File: config.mk
export PLATFORM = sky130hd
export DESIGN_NAME = lcd_frame_streamer
export DESIGN_NICKNAME = d
export VERILOG_FILES = /design/src/rtl/lcd_frame_streamer.sv
export SDC_FILE = /design/constraint.sdc
export NUM_CORES = 1
export LEC_CHECK = 0
export ABC_AREA = 1
export CORE_ASPECT_RATIO = 0.6
export CORE_UTILIZATION = 60
export CTS_BUF_LIST = sky130_fd_sc_hd__clkbuf_4 sky130_fd_sc_hd__clkbuf_8 sky130_fd_sc_hd__clkbuf_16
export DETAILED_ROUTE_END_ITERATION = 8
export PLACE_DENSITY = 0.93
export SLEW_MARGIN = 5
export SYNTH_ARGS = -nofsm -noshare
export SYNTH_HDL_FRONTEND = slang
export SYNTH_SLANG_ARGS = --single-unit
File: constraint.sdc
create_clock -name clk -period 3.9 [get_ports clk]
set_input_delay 0.78 -clock clk [delete_from_list [all_inputs] [get_ports clk]]
set_output_delay 0.78 -clock clk [all_outputs]
set_load 0.03 [all_outputs]
File: src/rtl/lcd_frame_streamer.sv
// Raster pixel source for the LT24 ILI9341 write driver: 320x240 scan, centred upscaled 28x28 canvas.
// Optional cursor overlay is enabled by defining LCD_STREAM_CURSOR_EN.
module lcd_frame_streamer #(
    parameter int unsigned H_RES        = 320,
    parameter int unsigned V_RES        = 240,
    parameter int unsigned CANVAS_DIM   = 28,
    parameter int unsigned SCALE        = 8,
    parameter int unsigned X0           = 48,
    parameter int unsigned Y0           = 8,
    parameter logic [15:0] FG_COLOR     = 16'hFFFF,
    parameter logic [15:0] BG_COLOR     = 16'h0000,
    parameter logic [15:0] BORDER_COLOR = 16'h4208,
    parameter logic [15:0] CURSOR_COLOR = 16'hF800
) (
    input  logic                                    clk,
    input  logic                                    reset,
    input  logic                                    enable,
    input  logic                                    initialized,
    input  logic                                    done,
`ifdef LCD_STREAM_CURSOR_EN
    input  logic [8:0]                              cursor_x,
    input  logic [7:0]                              cursor_y,
`endif
    output logic [15:0]                             pixel_rgb,
    output logic                                    print,
    output logic [$clog2(CANVAS_DIM*CANVAS_DIM)-1:0] canvas_addr,
    input  logic                                    canvas_rdata,
    output logic                                    frame_start,
    output logic                                    frame_done
);

    localparam int unsigned XW     = $clog2(H_RES);
    localparam int unsigned YW     = $clog2(V_RES);
    localparam int unsigned CW     = $clog2(CANVAS_DIM);
    localparam int unsigned SW     = (SCALE > 1) ? $clog2(SCALE) : 1;
    localparam int unsigned AW     = $clog2(CANVAS_DIM*CANVAS_DIM);
    localparam int unsigned REGION = CANVAS_DIM * SCALE;

    localparam logic [XW-1:0] X_LAST = XW'(H_RES - 1);
    localparam logic [YW-1:0] Y_LAST = YW'(V_RES - 1);
    localparam logic [SW-1:0] S_LAST = SW'(SCALE - 1);
    localparam logic [CW-1:0] C_LAST = CW'(CANVAS_DIM - 1);
    localparam logic          ORIGIN_IN_REGION = (X0 == 0) && (Y0 == 0);

    if (X0 + REGION > H_RES) begin : g_chk_x
        $error("lcd_frame_streamer: canvas region exceeds H_RES");
    end
    if (Y0 + REGION > V_RES) begin : g_chk_y
        $error("lcd_frame_streamer: canvas region exceeds V_RES");
    end

    typedef enum logic [1:0] {
        WAIT_INIT = 2'd0,
        FETCH     = 2'd1,
        PRESENT   = 2'd2
    } state_t;

    state_t        state_q, state_d;
    logic [XW-1:0] x_q, x_d;
    logic [YW-1:0] y_q, y_d;
    logic [SW-1:0] sx_q, sx_d, sy_q, sy_d;
    logic [CW-1:0] cx_q, cx_d, cy_q, cy_d;
    logic [AW-1:0] row_base_q, row_base_d;
    logic          in_region_q, in_region_d;
    logic          frame_start_q, frame_start_d;
    logic          frame_done_q, frame_done_d;
    logic          xfer;
    logic          col_in, row_in;

    function automatic logic in_span(input int unsigned v, input int unsigned lo,
                                     input int unsigned len);
        return (v >= lo) && (v < lo + len);
    endfunction

    assign print       = (state_q == PRESENT) && enable && initialized;
    assign xfer        = print && done;
    assign col_in      = in_span(32'(x_q), X0, REGION);
    assign row_in      = in_span(32'(y_q), Y0, REGION);
    assign canvas_addr = row_base_q + AW'(cx_q);
    assign frame_start = frame_start_q;
    assign frame_done  = frame_done_q;

`ifdef LCD_STREAM_CURSOR_EN
    logic [8:0]         cursor_x_q, cursor_x_d;
    logic [7:0]         cursor_y_q, cursor_y_d;
    logic signed [31:0] cur_dx, cur_dy;
    logic               cursor_hit;

    // Differences are taken in full signed width so the box clips at screen edges instead of wrapping.
    assign cur_dx     = $signed(32'(x_q)) - $signed(32'(cursor_x_q));
    assign cur_dy     = $signed(32'(y_q)) - $signed(32'(cursor_y_q));
    assign cursor_hit = (cur_dx >= -2) && (cur_dx <= 2) && (cur_dy >= -2) && (cur_dy <= 2);
`endif

    always_comb begin
        state_d       = state_q;
        x_d           = x_q;
        y_d           = y_q;
        sx_d          = sx_q;
        sy_d          = sy_q;
        cx_d          = cx_q;
        cy_d          = cy_q;
        row_base_d    = row_base_q;
        frame_start_d = 1'b0;
        frame_done_d  = 1'b0;
`ifdef LCD_STREAM_CURSOR_EN
        cursor_x_d    = cursor_x_q;
        cursor_y_d    = cursor_y_q;
`endif
        case (state_q)
            WAIT_INIT: begin
                if (initialized && enable) state_d = FETCH;
            end
            FETCH: begin
                state_d = PRESENT;
`ifdef LCD_STREAM_CURSOR_EN
                cursor_x_d = cursor_x;
                cursor_y_d = cursor_y;
`endif
            end
            PRESENT: begin
                if (xfer) begin
                    state_d       = FETCH;
                    frame_start_d = (x_q == '0) && (y_q == '0);
                    frame_done_d  = (x_q == X_LAST) && (y_q == Y_LAST);
                    if (x_q == X_LAST) begin
                        x_d  = '0;
                        sx_d = '0;
                        cx_d = '0;
                        if (y_q == Y_LAST) begin
                            y_d        = '0;
                            sy_d       = '0;
                            cy_d       = '0;
                            row_base_d = '0;
                        end else begin
                            y_d = y_q + 1'b1;
                            // Cell row stops at the last canvas row so the address never leaves the RAM.
                            if (row_in) begin
                                if (sy_q == S_LAST) begin
                                    sy_d = '0;
                                    if (cy_q != C_LAST) begin
                                        cy_d       = cy_q + 1'b1;
                                        row_base_d = row_base_q + AW'(CANVAS_DIM);
                                    end
                                end else begin
                                    sy_d = sy_q + 1'b1;
                                end
                            end
                        end
                    end else begin
                        x_d = x_q + 1'b1;
                        if (col_in) begin
                            if (sx_q == S_LAST) begin
                                sx_d = '0;
                                if (cx_q != C_LAST) cx_d = cx_q + 1'b1;
                            end else begin
                                sx_d = sx_q + 1'b1;
                            end
                        end
                    end
                end
            end
            default: state_d = WAIT_INIT;
        endcase

        // Losing the driver's init (e.g. driver reset) restarts the raster from the origin.
        if (!initialized) begin
            state_d    = WAIT_INIT;
            x_d        = '0;
            y_d        = '0;
            sx_d       = '0;
            sy_d       = '0;
            cx_d       = '0;
            cy_d       = '0;
            row_base_d = '0;
        end

        in_region_d = in_span(32'(x_d), X0, REGION) && in_span(32'(y_d), Y0, REGION);
    end

    always_comb begin
        pixel_rgb = 16'h0000;
        if (state_q == PRESENT) begin
            if (!in_region_q)       pixel_rgb = BORDER_COLOR;
            else if (canvas_rdata)  pixel_rgb = FG_COLOR;
            else                    pixel_rgb = BG_COLOR;
`ifdef LCD_STREAM_CURSOR_EN
            if (cursor_hit) pixel_rgb = CURSOR_COLOR;
`endif
        end
    end

    always_ff @(posedge clk or posedge reset) begin
        if (reset) begin
            state_q       <= WAIT_INIT;
            x_q           <= '0;
            y_q           <= '0;
            sx_q          <= '0;
            sy_q          <= '0;
            cx_q          <= '0;
            cy_q          <= '0;
            row_base_q    <= '0;
            in_region_q   <= ORIGIN_IN_REGION;
            frame_start_q <= 1'b0;
            frame_done_q  <= 1'b0;
`ifdef LCD_STREAM_CURSOR_EN
            cursor_x_q    <= '0;
            cursor_y_q    <= '0;
`endif
        end else begin
            state_q       <= state_d;
            x_q           <= x_d;
            y_q           <= y_d;
            sx_q          <= sx_d;
            sy_q          <= sy_d;
            cx_q          <= cx_d;
            cy_q          <= cy_d;
            row_base_q    <= row_base_d;
            in_region_q   <= in_region_d;
            frame_start_q <= frame_start_d;
            frame_done_q  <= frame_done_d;
`ifdef LCD_STREAM_CURSOR_EN
            cursor_x_q    <= cursor_x_d;
            cursor_y_q    <= cursor_y_d;
`endif
        end
    end

endmodule

== After elaboration in Yosys (flattened, before gate mapping) ==
Cells that the tools add are included.
Word-level totals
  flip-flop bits (word level): 48
  input port bits: 6
  output and inout port bits: 29
  word-level logic and storage cells: 121
Operators by class
  $add $sub $neg: 8
  order comparisons: 8
  equality and inequality tests: 19
  multiplexer cells: 56
  reductions and logical operators: 19
Operators by type and width (count)
  $mux 10: 8
  $mux 5: 15
  $mux 16: 3
  $mux 8: 5
  $mux 3: 13
  $mux 9: 4
  $ge 9x6->1 const B: 2
  $lt 9x9->1 const B: 2
  $ne 3x1->1 const B: 6
  $ge 8x4->1 const B: 2
  $lt 8x8->1 const B: 2
  $logic_and 1x1->1: 11
  $add 10x5->10: 1
  $add 10x5->10 const B: 1
  $add 5x1->5 const B: 2
  $ne 5x5->1 const B: 2
  $add 9x1->9 const B: 1
  $eq 9x9->1 const B: 1
  $logic_not 9->1: 1
  $add 8x1->8 const B: 1
  $eq 8x8->1 const B: 1
  $logic_not 8->1: 1
  $add 3x1->3 const B: 2
  $eq 3x3->1 const B: 2
  13 further kinds: 21

== Logic depth before layout (Yosys ltp) ==
  depth in word-level cells: 10
  mapped depth: 13
  mapped depth without buffers: 13

== Worst setup path before layout ==
OpenSTA, ideal clock, no wires.
  path type: input-to-output
  start point: input port canvas_rdata
  end point: output port pixel_rgb[10]
  arrival time: 1.906 ns
  data required time: 3.120 ns
  path slack: 1.214 ns
  stages: 3
  path buffers: 1
  cells stage by stage: nand2_1 -> nor2_1 -> buf_4
On the way
  word-level cells in the longest chain between the ends: 3
RTL lines
  start, declared: line 27  | input logic canvas_rdata,
  $mux 16: line 185  | else if (canvas_rdata) pixel_rgb = FG_COLOR;
  $mux 16: line 184  | if (!in_region_q) pixel_rgb = BORDER_COLOR;
  $mux 16: line 183  | if (state_q == PRESENT) begin
  end, declared: line 24  | output logic [15:0] pixel_rgb,
No other way between the ends.

== Worst setup path after layout ==
  start point: register cx_q[3]
  end point: output port canvas_addr[9]
On the way
  word-level cells in the longest chain between the ends: 1
RTL lines
  start, declared: line 62  | logic [CW-1:0] cx_q, cx_d, cy_q, cy_d;
  start signal, assigned: line 200  | cx_q <= '0;
  start signal, assigned: line 216  | cx_q <= cx_d;
  $add 10x5->10: line 79  | assign canvas_addr = row_base_q + AW'(cx_q);
  end, declared: line 26  | output logic [$clog2(CANVAS_DIM*CANVAS_DIM)-1:0] canvas_addr,
No other way between the ends.

==> impl_results.md <==
* Outcome: finished clean
* Syn avg cell area at 7.267 sq um
* Vias in the first global route at 2,631
* Rows at 19
* Count leader, synth: nand2_1
* Reg2reg path depth at 12
* Post-synth top flop: dfrtp_1
* Crit path DAT at 2640 ps
* CTS buffer count at 5
* # clock sinks at 46
* Via count at 2,834
* Cts hold-fix bufs at 0
* Worst R2R Start: state_q[0]
* CTS resizes at 0
* Fin nets at 469
* GPL Wtd Cong at 0.9686
* Vias per cell at 5.524
* FF-to-FF End: in_region_q
* Clock root buffer: clkbuf_8
* Final Setup Violations at 0
* CTS tree: done
* Final Max Tran Viols at 0
* First-pass GRT wire length at 12.10 mm
* Initial DRC Count at 196
* Layout Skew at 9.936 ps
* Max-cap violations at 0
* WS Path Type: reg -> out
* Initial antenna violation count at 0
* Sequential area share after synthesis at 37.01%
* Worst-path clk slew at 100 ps
* GRT Util Overall at 28.74%
* Fmax at 0.2920 GHz
* Ant. Diodes at 0
* Final Hold Viols at 0
* Crit. Startpoint: cx_q[3]
* Period minus WS final at 3425 ps
* Async SR Flop Fraction at 100.0%
* Critical path endpoint category: primary output
* Post-synthesis cell type count at 34
* Largest net degree at the start of global routing at 33
* Yosys warnings at 0
* Synth area leader: dfrtp_1
* Setup slack, reg-to-reg at 1780 ps
* Worst skew pair latency at 310 ps
* Power Density at 348.9 nW/um^2
* Final core occ at 73.32%
* Post-Syn Area at 3110 sq um
* Initial DRT Pass Iterations at 5
* Drt total wl at 7.101 mm
* Initial core utilization at 65.10%
* Top cells by area, synth: dfrtp_1 37%, nand2_1 13%, inv_1 7.1%, nand3_1 6.8%, ha_1 5.6%
* Hpwl dp at 5.319 mm
* # DRC at 0
* Post-CTS setup buffer count at 0
* DIE WIDTH at 94.95 microns
* Fin crit share at 87.81%
* Synthesized flop and latch total at 46
* Max Fanout on Critical Path at 5
* Critical path data required time at 3120 ps
* Slew headroom at 54.21%
* Max IR drop VDD at 0.1866 mV
* Gate Count Post-Synth at 428
* Core area at 4778 sq um
* Gr ovfl total at 0
* P_leak at 1.767 nW
* Proportion of layout cells with a drive suffix above 1 at 6.000%
* Drt wl/cell at 13.84 microns
* Worst hold path type: reg -> reg
* Worst setup endpoint: canvas_addr[9]
* CTS max path bufs at 2
* Area Overhead vs Synth at 12.63%
* EDFF count, synth at 0
* Post-Syn Nets at 448
* Port Buffers at 34
* RSZ-0062 raised after global routing: false
* Startpoint Class: flop
* Final TNS setup at 0 ps
* Die Y at 57.77 microns
* Commonest cells post-synth: 104 x nand2_1, 59 x inv_1, 46 x dfrtp_1
* Worst Tran Pin Value at 685.8 ps
* Ports at 35
* Area share of the largest cell type after synthesis at 37.01%
* Die area at 5485 sq um
* Post-route ant nets at 0
* Htree depth at 2
final cells by class:
type	count	area, sq um
timing repair buffer	37	362.8
sequential	46	1151
fill	360	1275
clock buffer	6	76.32
clock inverter	2	37.54
inverter	64	245.2
multi-input combinational	295	1551
tap	63	78.83
report_power, final:
part	internal [mW]	switching [mW]	total, mW
Clock	0.199	0.178	0.377
Sequential	0.512	0.0480	0.560
Combinational	0.113	0.173	0.286
Total	0.823	0.399	1.22
critical path, stage by stage, from the launching register on:
cell             delay [ps]
dfrtp_1                 460
ha_1                    360
a21oi_1                 230
inv_1                    60
a21oi_1                 230
inv_1                   120
nand2_1                  90
xnor2_1                 110
clkdlybuf4s50_1         680
flip-flops by register name, indices dropped and copies added, names as in the netlist:
signal and cells:
x_q 9, cy_q 5, frame_done 1, frame_start 1, row_base_q 8, sx_q 3
y_q 8, state_q 2, sy_q 3, in_region_q 1, cx_q 5
layout by cell type (no fill, tap or decap), drive strengths merged, types with 3 or more instances in the layout:
master | Yosys | final
nand2 | 110 | 110
o21ai | 26 | 26
nor2 | 47 | 47
xor2 | 12 | 12
ha | 14 | 14
nor3b | 3 | 3
a211oi | 3 | 3
buf | 20 | 3
xnor2 | 3 | 3
nand4 | 7 | 7
clkbuf | 3 | 6
clkdlybuf4s50 | 0 | 34
nand3 | 43 | 43
a21oi | 11 | 11
dfrtp | 46 | 46
inv | 62 | 62
nor3 | 8 | 8
metal layers:
layer,vias up,wire (microns),GRT usage (%)
met5,-,0,0
met4,0,148,10.17
met3,21,556,8.136
met2,130,3118,44.19
met1,1289,3277,39.22
li1,1394,-,-
through the flow:
| stage | cell area (sq um) | hold WS [ps] | setup slack, ps | instances | power (mW) |
|---|---|---|---|---|---|
| floorplan | 3110 | 445.9 | 1214 | 428 | 0.7611 |
| global placement | 3390 | 463.9 | 564.8 | 505 | 0.8309 |
| detailed placement | 3390 | 476.6 | 490.6 | 505 | 0.8515 |
| CTS | 3503 | 496.6 | 483.6 | 513 | 1.221 |
| global route | 3503 | 504.7 | 305.9 | 513 | 1.281 |
| finish | 3503 | 489.5 | 475.4 | 513 | 1.222 |
cells by family after synthesis:
family / share of synthesized area, %
adder cells (fa/ha/maj): 5.632
multiplexers: 0.3218
flip-flops: 37.01
XOR/XNOR: 4.224
AND/OR/NAND/NOR: 31.86
AO/OA/AOI/OAI: 7.844
buffers and inverters: 13.11
worst min-delay path by stage:
stage	from	end	slack, ps	depth (start not counted)
final	sy_q[2]	sy_q[2]	490	2
after global routing	sy_q[1]	sy_q[1]	500	2
after CTS	sy_q[2]	sy_q[2]	500	2
after detailed placement	sy_q[2]	sy_q[2]	480	2
after global placement	sy_q[1]	sy_q[1]	460	2
after floorplan	sy_q[1]	sy_q[1]	450	2
Note: power is estimated with default switching activity, not from simulation.
